<file path="src/rtl/mips_dbg_loader.sv">
// Host debug/loader port: program-memory writes, register readback, core hold/release; MIPS_DBG_AUTOINC_EN selects pointer-addressed writes.
// Latency: WRMEM rsp at T+2, RDREG T+3 (range error T+1), RUN T+2, STOP T+1; one command outstanding.
// Backpressure: response held until rsp_ready; cmd_ready low from accept until the cycle after the response handshake.
module mips_dbg_loader #(
  parameter int ADDR_W = 10,
  parameter int DATA_W = 32
) (
  input  logic              clk1,
  input  logic              rst_n,
  input  logic              cmd_valid,
  output logic              cmd_ready,
  input  logic [1:0]        cmd_op,
  input  logic [ADDR_W-1:0] cmd_addr,
  input  logic [DATA_W-1:0] cmd_data,
  output logic              rsp_valid,
  input  logic              rsp_ready,
  output logic [DATA_W-1:0] rsp_data,
  output logic              rsp_err,
  output logic              mem_we,
  output logic [ADDR_W-1:0] mem_addr,
  output logic [DATA_W-1:0] mem_wdata,
  output logic [4:0]        reg_raddr,
  input  logic [DATA_W-1:0] reg_rdata,
  output logic              cpu_hold,
  output logic              cpu_pc_clr,
  input  logic              cpu_halted
);

  localparam logic [1:0] OP_WRMEM = 2'b00;
  localparam logic [1:0] OP_RDREG = 2'b01;
  localparam logic [1:0] OP_RUN   = 2'b10;
  localparam logic [1:0] OP_STOP  = 2'b11;

  typedef enum logic [2:0] {IDLE, MEMWR, REGRD0, REGRD1, RESP, RUNNING} state_t;

  state_t            state;
  logic              released;  // core let go by RUN and not yet stopped or halted
  logic              run_pend;  // RUN response still owed on the cycle after release
  logic              accept;
  logic              reg_ok;
  logic [ADDR_W-1:0] wr_addr;

`ifdef MIPS_DBG_AUTOINC_EN
  logic [ADDR_W-1:0] wr_ptr;
  assign wr_addr = wr_ptr;
`else
  assign wr_addr = cmd_addr;
`endif

  assign cmd_ready = (state == IDLE || (state == RUNNING && !run_pend)) && !rsp_valid;
  assign accept    = cmd_valid && cmd_ready;
  assign reg_ok    = (cmd_addr >> 5) == '0;

  always_ff @(posedge clk1 or negedge rst_n) begin
    if (!rst_n) begin
      state      <= IDLE;
      released   <= 1'b0;
      run_pend   <= 1'b0;
      rsp_valid  <= 1'b0;
      rsp_data   <= '0;
      rsp_err    <= 1'b0;
      mem_we     <= 1'b0;
      mem_addr   <= '0;
      mem_wdata  <= '0;
      reg_raddr  <= '0;
      cpu_hold   <= 1'b1;
      cpu_pc_clr <= 1'b0;
`ifdef MIPS_DBG_AUTOINC_EN
      wr_ptr     <= '0;
`endif
    end else begin
      mem_we     <= 1'b0;
      cpu_pc_clr <= 1'b0;
      case (state)
        IDLE: begin
          if (accept) begin
            case (cmd_op)
              OP_WRMEM: begin
                mem_we    <= 1'b1;
                mem_addr  <= wr_addr;
                mem_wdata <= cmd_data;
                rsp_data  <= cmd_data;
                state     <= MEMWR;
`ifdef MIPS_DBG_AUTOINC_EN
                wr_ptr    <= wr_ptr + 1'b1;
`endif
              end
              OP_RDREG: begin
                if (reg_ok) begin
                  reg_raddr <= cmd_addr[4:0];
                  state     <= REGRD0;
                end else begin
                  rsp_valid <= 1'b1;
                  rsp_err   <= 1'b1;
                  rsp_data  <= '0;
                  state     <= RESP;
                end
              end
              OP_RUN: begin
                cpu_pc_clr <= 1'b1;
                cpu_hold   <= 1'b0;
                released   <= 1'b1;
                run_pend   <= 1'b1;
                state      <= RUNNING;
              end
              default: begin
                rsp_valid <= 1'b1;
                rsp_err   <= 1'b0;
                rsp_data  <= '0;
                state     <= RESP;
`ifdef MIPS_DBG_AUTOINC_EN
                wr_ptr    <= '0;
`endif
              end
            endcase
          end
        end
        MEMWR: begin
          rsp_valid <= 1'b1;
          rsp_err   <= 1'b0;
          state     <= RESP;
        end
        REGRD0: state <= REGRD1;
        REGRD1: begin
          rsp_data  <= reg_rdata;
          rsp_valid <= 1'b1;
          rsp_err   <= 1'b0;
          state     <= RESP;
        end
        RUNNING: begin
          if (run_pend) begin
            run_pend  <= 1'b0;
            rsp_valid <= 1'b1;
            rsp_err   <= 1'b0;
            rsp_data  <= '0;
            state     <= RESP;
          end else if (accept) begin
            // STOP wins over a simultaneous halt so the host still gets its answer
            rsp_valid <= 1'b1;
            rsp_data  <= '0;
            state     <= RESP;
            if (cmd_op == OP_STOP) begin
              rsp_err  <= 1'b0;
              cpu_hold <= 1'b1;
              released <= 1'b0;
`ifdef MIPS_DBG_AUTOINC_EN
              wr_ptr   <= '0;
`endif
            end else begin
              rsp_err <= 1'b1;
            end
          end else if (cpu_halted) begin
            cpu_hold <= 1'b1;
            released <= 1'b0;
            state    <= IDLE;
          end
        end
        RESP: begin
          if (released && cpu_halted) begin
            cpu_hold <= 1'b1;
            released <= 1'b0;
          end
          if (rsp_ready) begin
            rsp_valid <= 1'b0;
            rsp_err   <= 1'b0;
            rsp_data  <= '0;
            state     <= (released && !cpu_halted) ? RUNNING : IDLE;
          end
        end
        default: state <= IDLE;
      endcase
    end
  end

endmodule

</file>
<file path="config.mk">
export PLATFORM = sky130hd
export DESIGN_NAME = mips_dbg_loader
export DESIGN_NICKNAME = d
export VERILOG_FILES = /design/src/rtl/mips_dbg_loader.sv
export SDC_FILE = /design/constraint.sdc
export NUM_CORES = 1
export LEC_CHECK = 0
export CAP_MARGIN = 20
export CORE_MARGIN = 2
export CORE_UTILIZATION = 35
export CTS_BUF_LIST = sky130_fd_sc_hd__clkbuf_2 sky130_fd_sc_hd__clkbuf_4 sky130_fd_sc_hd__clkbuf_8
export CTS_CLUSTER_SIZE = 28
export DETAILED_ROUTE_END_ITERATION = 8
export GPL_TIMING_DRIVEN = 0
export MAX_ROUTING_LAYER = met4
export PLACE_DENSITY = 0.72
export REMOVE_ABC_BUFFERS = 1
export SETUP_SLACK_MARGIN = 0.15
export SLEW_MARGIN = 20
export SYNTH_ARGS = -nofsm -noshare
export SYNTH_HDL_FRONTEND = slang
export SYNTH_SLANG_ARGS = --single-unit
</file>
<file path="constraint.sdc">
create_clock -name clk1 -period 5.5 [get_ports clk1]
set_input_delay 1.375 -clock clk1 [delete_from_list [all_inputs] [get_ports clk1]]
set_output_delay 1.375 -clock clk1 [all_outputs]
set_load 0.02 [all_outputs]
</file>
==> results_dict.tcl <==
set metrics [dict create \
    end_kind "flip-flop" \
    syn_inst 299 \
    insertedDiodeCount 0 \
    p_int_mw 1.84 \
    fillers 1002 \
    synth_top_family_by_area "multiplexers" \
    drtPass1Iterations 4 \
    hold_viol 0 \
    swShare 0.369 \
    drv_slew 0 \
    finalClockSkew_ns 0.0110 \
    cts_tree "built" \
    grt_max_degree 46 \
    antenna_found_initial 0 \
    rows 39 \
    synthesis.area_sq_mm 0.00405 \
    arrival_ns 4.02 \
    synthDominantCellAreaShare 0.544 \
    placed_cell_area_sq_mm 0.00590 \
    fin_area_sq_mm 0.00608 \
    powerDensity_mw_per_mm2 479 \
    max_slew.worst_pin.slew_ns 0.810 \
    num_vias 3122 \
    dp_hpwl_um 7670 \
    setup_tns_ns 0 \
    routed_via_density 5.13 \
    vdd.ir_drop.worst_v 0.000271 \
    post-route-period-util 0.684 \
    finalCriticalPeriod_ns 3.76 \
    synthToLayoutAreaGrowth_pct 50.2 \
    async_flop_share 1.00 \
    synthMuxAreaShare 0.234 \
    synth-adder-area-share 0 \
    io_buffers 165 \
    synth-compound-area-share 0.120 \
    ant_nets 0 \
    synth_seq_area_share 0.551 \
    rsz0062_at_grt "false" \
    finalSetupViolCount 0 \
    clock.fmax_ghz 0.266 \
    die_height_um 112 \
    post-route-drc-count 0 \
    gp_congestion 0.880 \
    clock_sinks 89 \
    dieWidth_um 112 \
    root_buffer "clkbuf_8" \
    post_cts_buffers 0 \
    synth_largest_area_cell "dfrtp_1" \
    final_nets 542 \
    p_leak_nw 2.71 \
    grt.overflow.total 0 \
    combPwrFrac 0.498 \
    ctsHoldBuffers 0 \
    drive_gt1_frac 0.222 \
    core_area_sq_mm 0.0114 \
    cp-start-kind "input pin" \
    grt_use_total 0.178 \
    synth_enable_flop_cells 0 \
    relSlewSlack 0.456 \
    path_max_fanout 32 \
    power_frac_seq 0.355 \
    clock_path_buffers 2 \
    clkPwrFrac 0.146 \
    start_util 0.356 \
    path_class "input pin to flip-flop" \
    outcome "finished clean" \
    cts-resized-gates 0 \
    clkSlewWorstSetupHoldPaths_ns 0.09 \
    clk_latency_ns 0.37 \
    yosysUniqueCellTypes 38 \
    htree_levels 3 \
    routedWlPerCell_um 17.4 \
    first_global_vias 3347 \
    synth-simple-area-share 0.0671 \
    critPathRequiredTime_ns 5.76 \
    drtIter0Drc 129 \
    synth_xor_area_frac 0 \
    yosys-top-cells-area "dfrtp_1, mux2_2, mux2_4" \
    hold_class "flip-flop to flip-flop" \
    avgSynthCellArea_sq_um 13.5 \
    dieArea_sq_mm 0.0124 \
    yosysWarnings 0 \
    ios 166 \
    switchingPower_mw 1.07 \
    drt-total-wl_um 10600 \
    ys_seq_elements 89 \
    cts_buffers 9 \
    max_cap_violations 0 \
    grt_pass1_wl_um 17100 \
    synthFlopType "dfrtp_1" \
]
## state kept, by name, indices dropped and copies added (netlist names)
register    cells
reg_raddr       5
cpu_pc_clr      1
released        1
rsp_data       32
state           3
cpu_hold        1
mem_addr       10
rsp_valid       1
mem_wdata      32
mem_we          1
run_pend        1
rsp_err         1
## cell families after synthesis
family                 Yosys count
and+or+nand+nor                 52
muxes                           74
AOI/OAI and AO/OA               60
buffers and inverters           24
DFF                             89
## cells in the mapped netlist, types with 2 or more instances
| cell | number |
|---|---|
| dfrtp_1 | 88 |
| mux2_2 | 44 |
| a22o_1 | 33 |
| mux2_4 | 30 |
| nand2_1 | 21 |
| clkbuf_1 | 15 |
| nor2_1 | 10 |
| a21oi_1 | 5 |
| inv_1 | 5 |
| nor2b_1 | 5 |
| a31oi_1 | 4 |
| nor3_1 | 4 |
| o21ai_0 | 4 |
| buf_6 | 3 |
| a211oi_1 | 2 |
| a2bb2oi_1 | 2 |
| nand3_1 | 2 |
| o22ai_1 | 2 |
## critical path, stage by stage
cell,delay (ns)
clkdlybuf4s50_1,0.46
nor2b_1,0.48
nor2_1,0.20
a2bb2oi_1,0.37
o311a_4,0.69
mux2_2,0.40
## per-stage QoR
stage               setup slack, ns  power (mW)  cells  utilization  hold WS [ns]
floorplan                      2.12        1.82    280            -         0.474
global placement             -0.291        2.47    588        0.508         0.454
detailed placement             1.34        2.51    593        0.519         0.456
CTS                            1.73        2.95    608        0.535         0.469
global route                   1.58        3.07    608        0.535         0.492
finish                         1.74        2.91    608        0.535         0.465
## routing by layer
| metal | track usage | vias up | wire length (um) |
|---|---|---|---|
| li1 | - | 1425 | - |
| met1 | 0.230 | 1557 | 4780 |
| met2 | 0.268 | 127 | 4920 |
| met3 | 0.0484 | 13 | 683 |
| met4 | 0.0716 | 0 | 196 |
| met5 | - | - | 0 |
## cell usage in the layout (no fill, tap or decap), types with 2 or more instances in the layout
master and n:
inv_1 5, a22o_1 33, mux2_2 44, a211oi_1 2, clkbuf_8 12, nor2_1 10, buf_8 4, a31oi_1 4
nor3_4 2, clkinv_2 3, nor3_1 4, a21oi_1 5, o21ai_0 4, clkdlybuf4s50_1 164, o22ai_1 2, mux2_4 30
nand2_1 21, nor2b_1 5, dfrtp_1 88, a2bb2oi_1 2
## worst paths after layout
kind	start	endpoint	slack, ns	depth (start not counted)
min in group asynchronous	rst_n	mem_wdata[26]	0.93	1
hold reg to reg	cpu_hold	cpu_hold	0.47	2
setup reg to reg	state[0]	rsp_data[20]	2.72	5
setup / recovery	cmd_valid	rsp_data[20]	1.74	6
hold / removal	cpu_hold	cpu_hold	0.47	2
max in group asynchronous	rst_n	rsp_data[24]	4.01	2
## final cells by class
cell class / count / area [sq um] / share of cell area
Sequential cell: 89 / 2230 / 0.367
Clock inverter: 3 / 15.0 / 0.00247
Clock buffer: 12 / 165 / 0.0272
Multi-Input combinational cell: 186 / 1730 / 0.285
Timing Repair Buffer: 170 / 1740 / 0.286
Inverter: 5 / 18.8 / 0.00309
Tap cell: 143 / 179 / 0.0294
## power groups by stage
stage / logic, mW / registers (mW) / clock network (mW)
after floorplan: 0.512 / 1.31 / 0
after global placement: 1.44 / 1.03 / 0
after detailed placement: 1.47 / 1.05 / 0
after CTS: 1.47 / 1.03 / 0.442
after global routing: 1.53 / 1.07 / 0.470
final: 1.45 / 1.03 / 0.426
(Power assumes the default switching activity.)
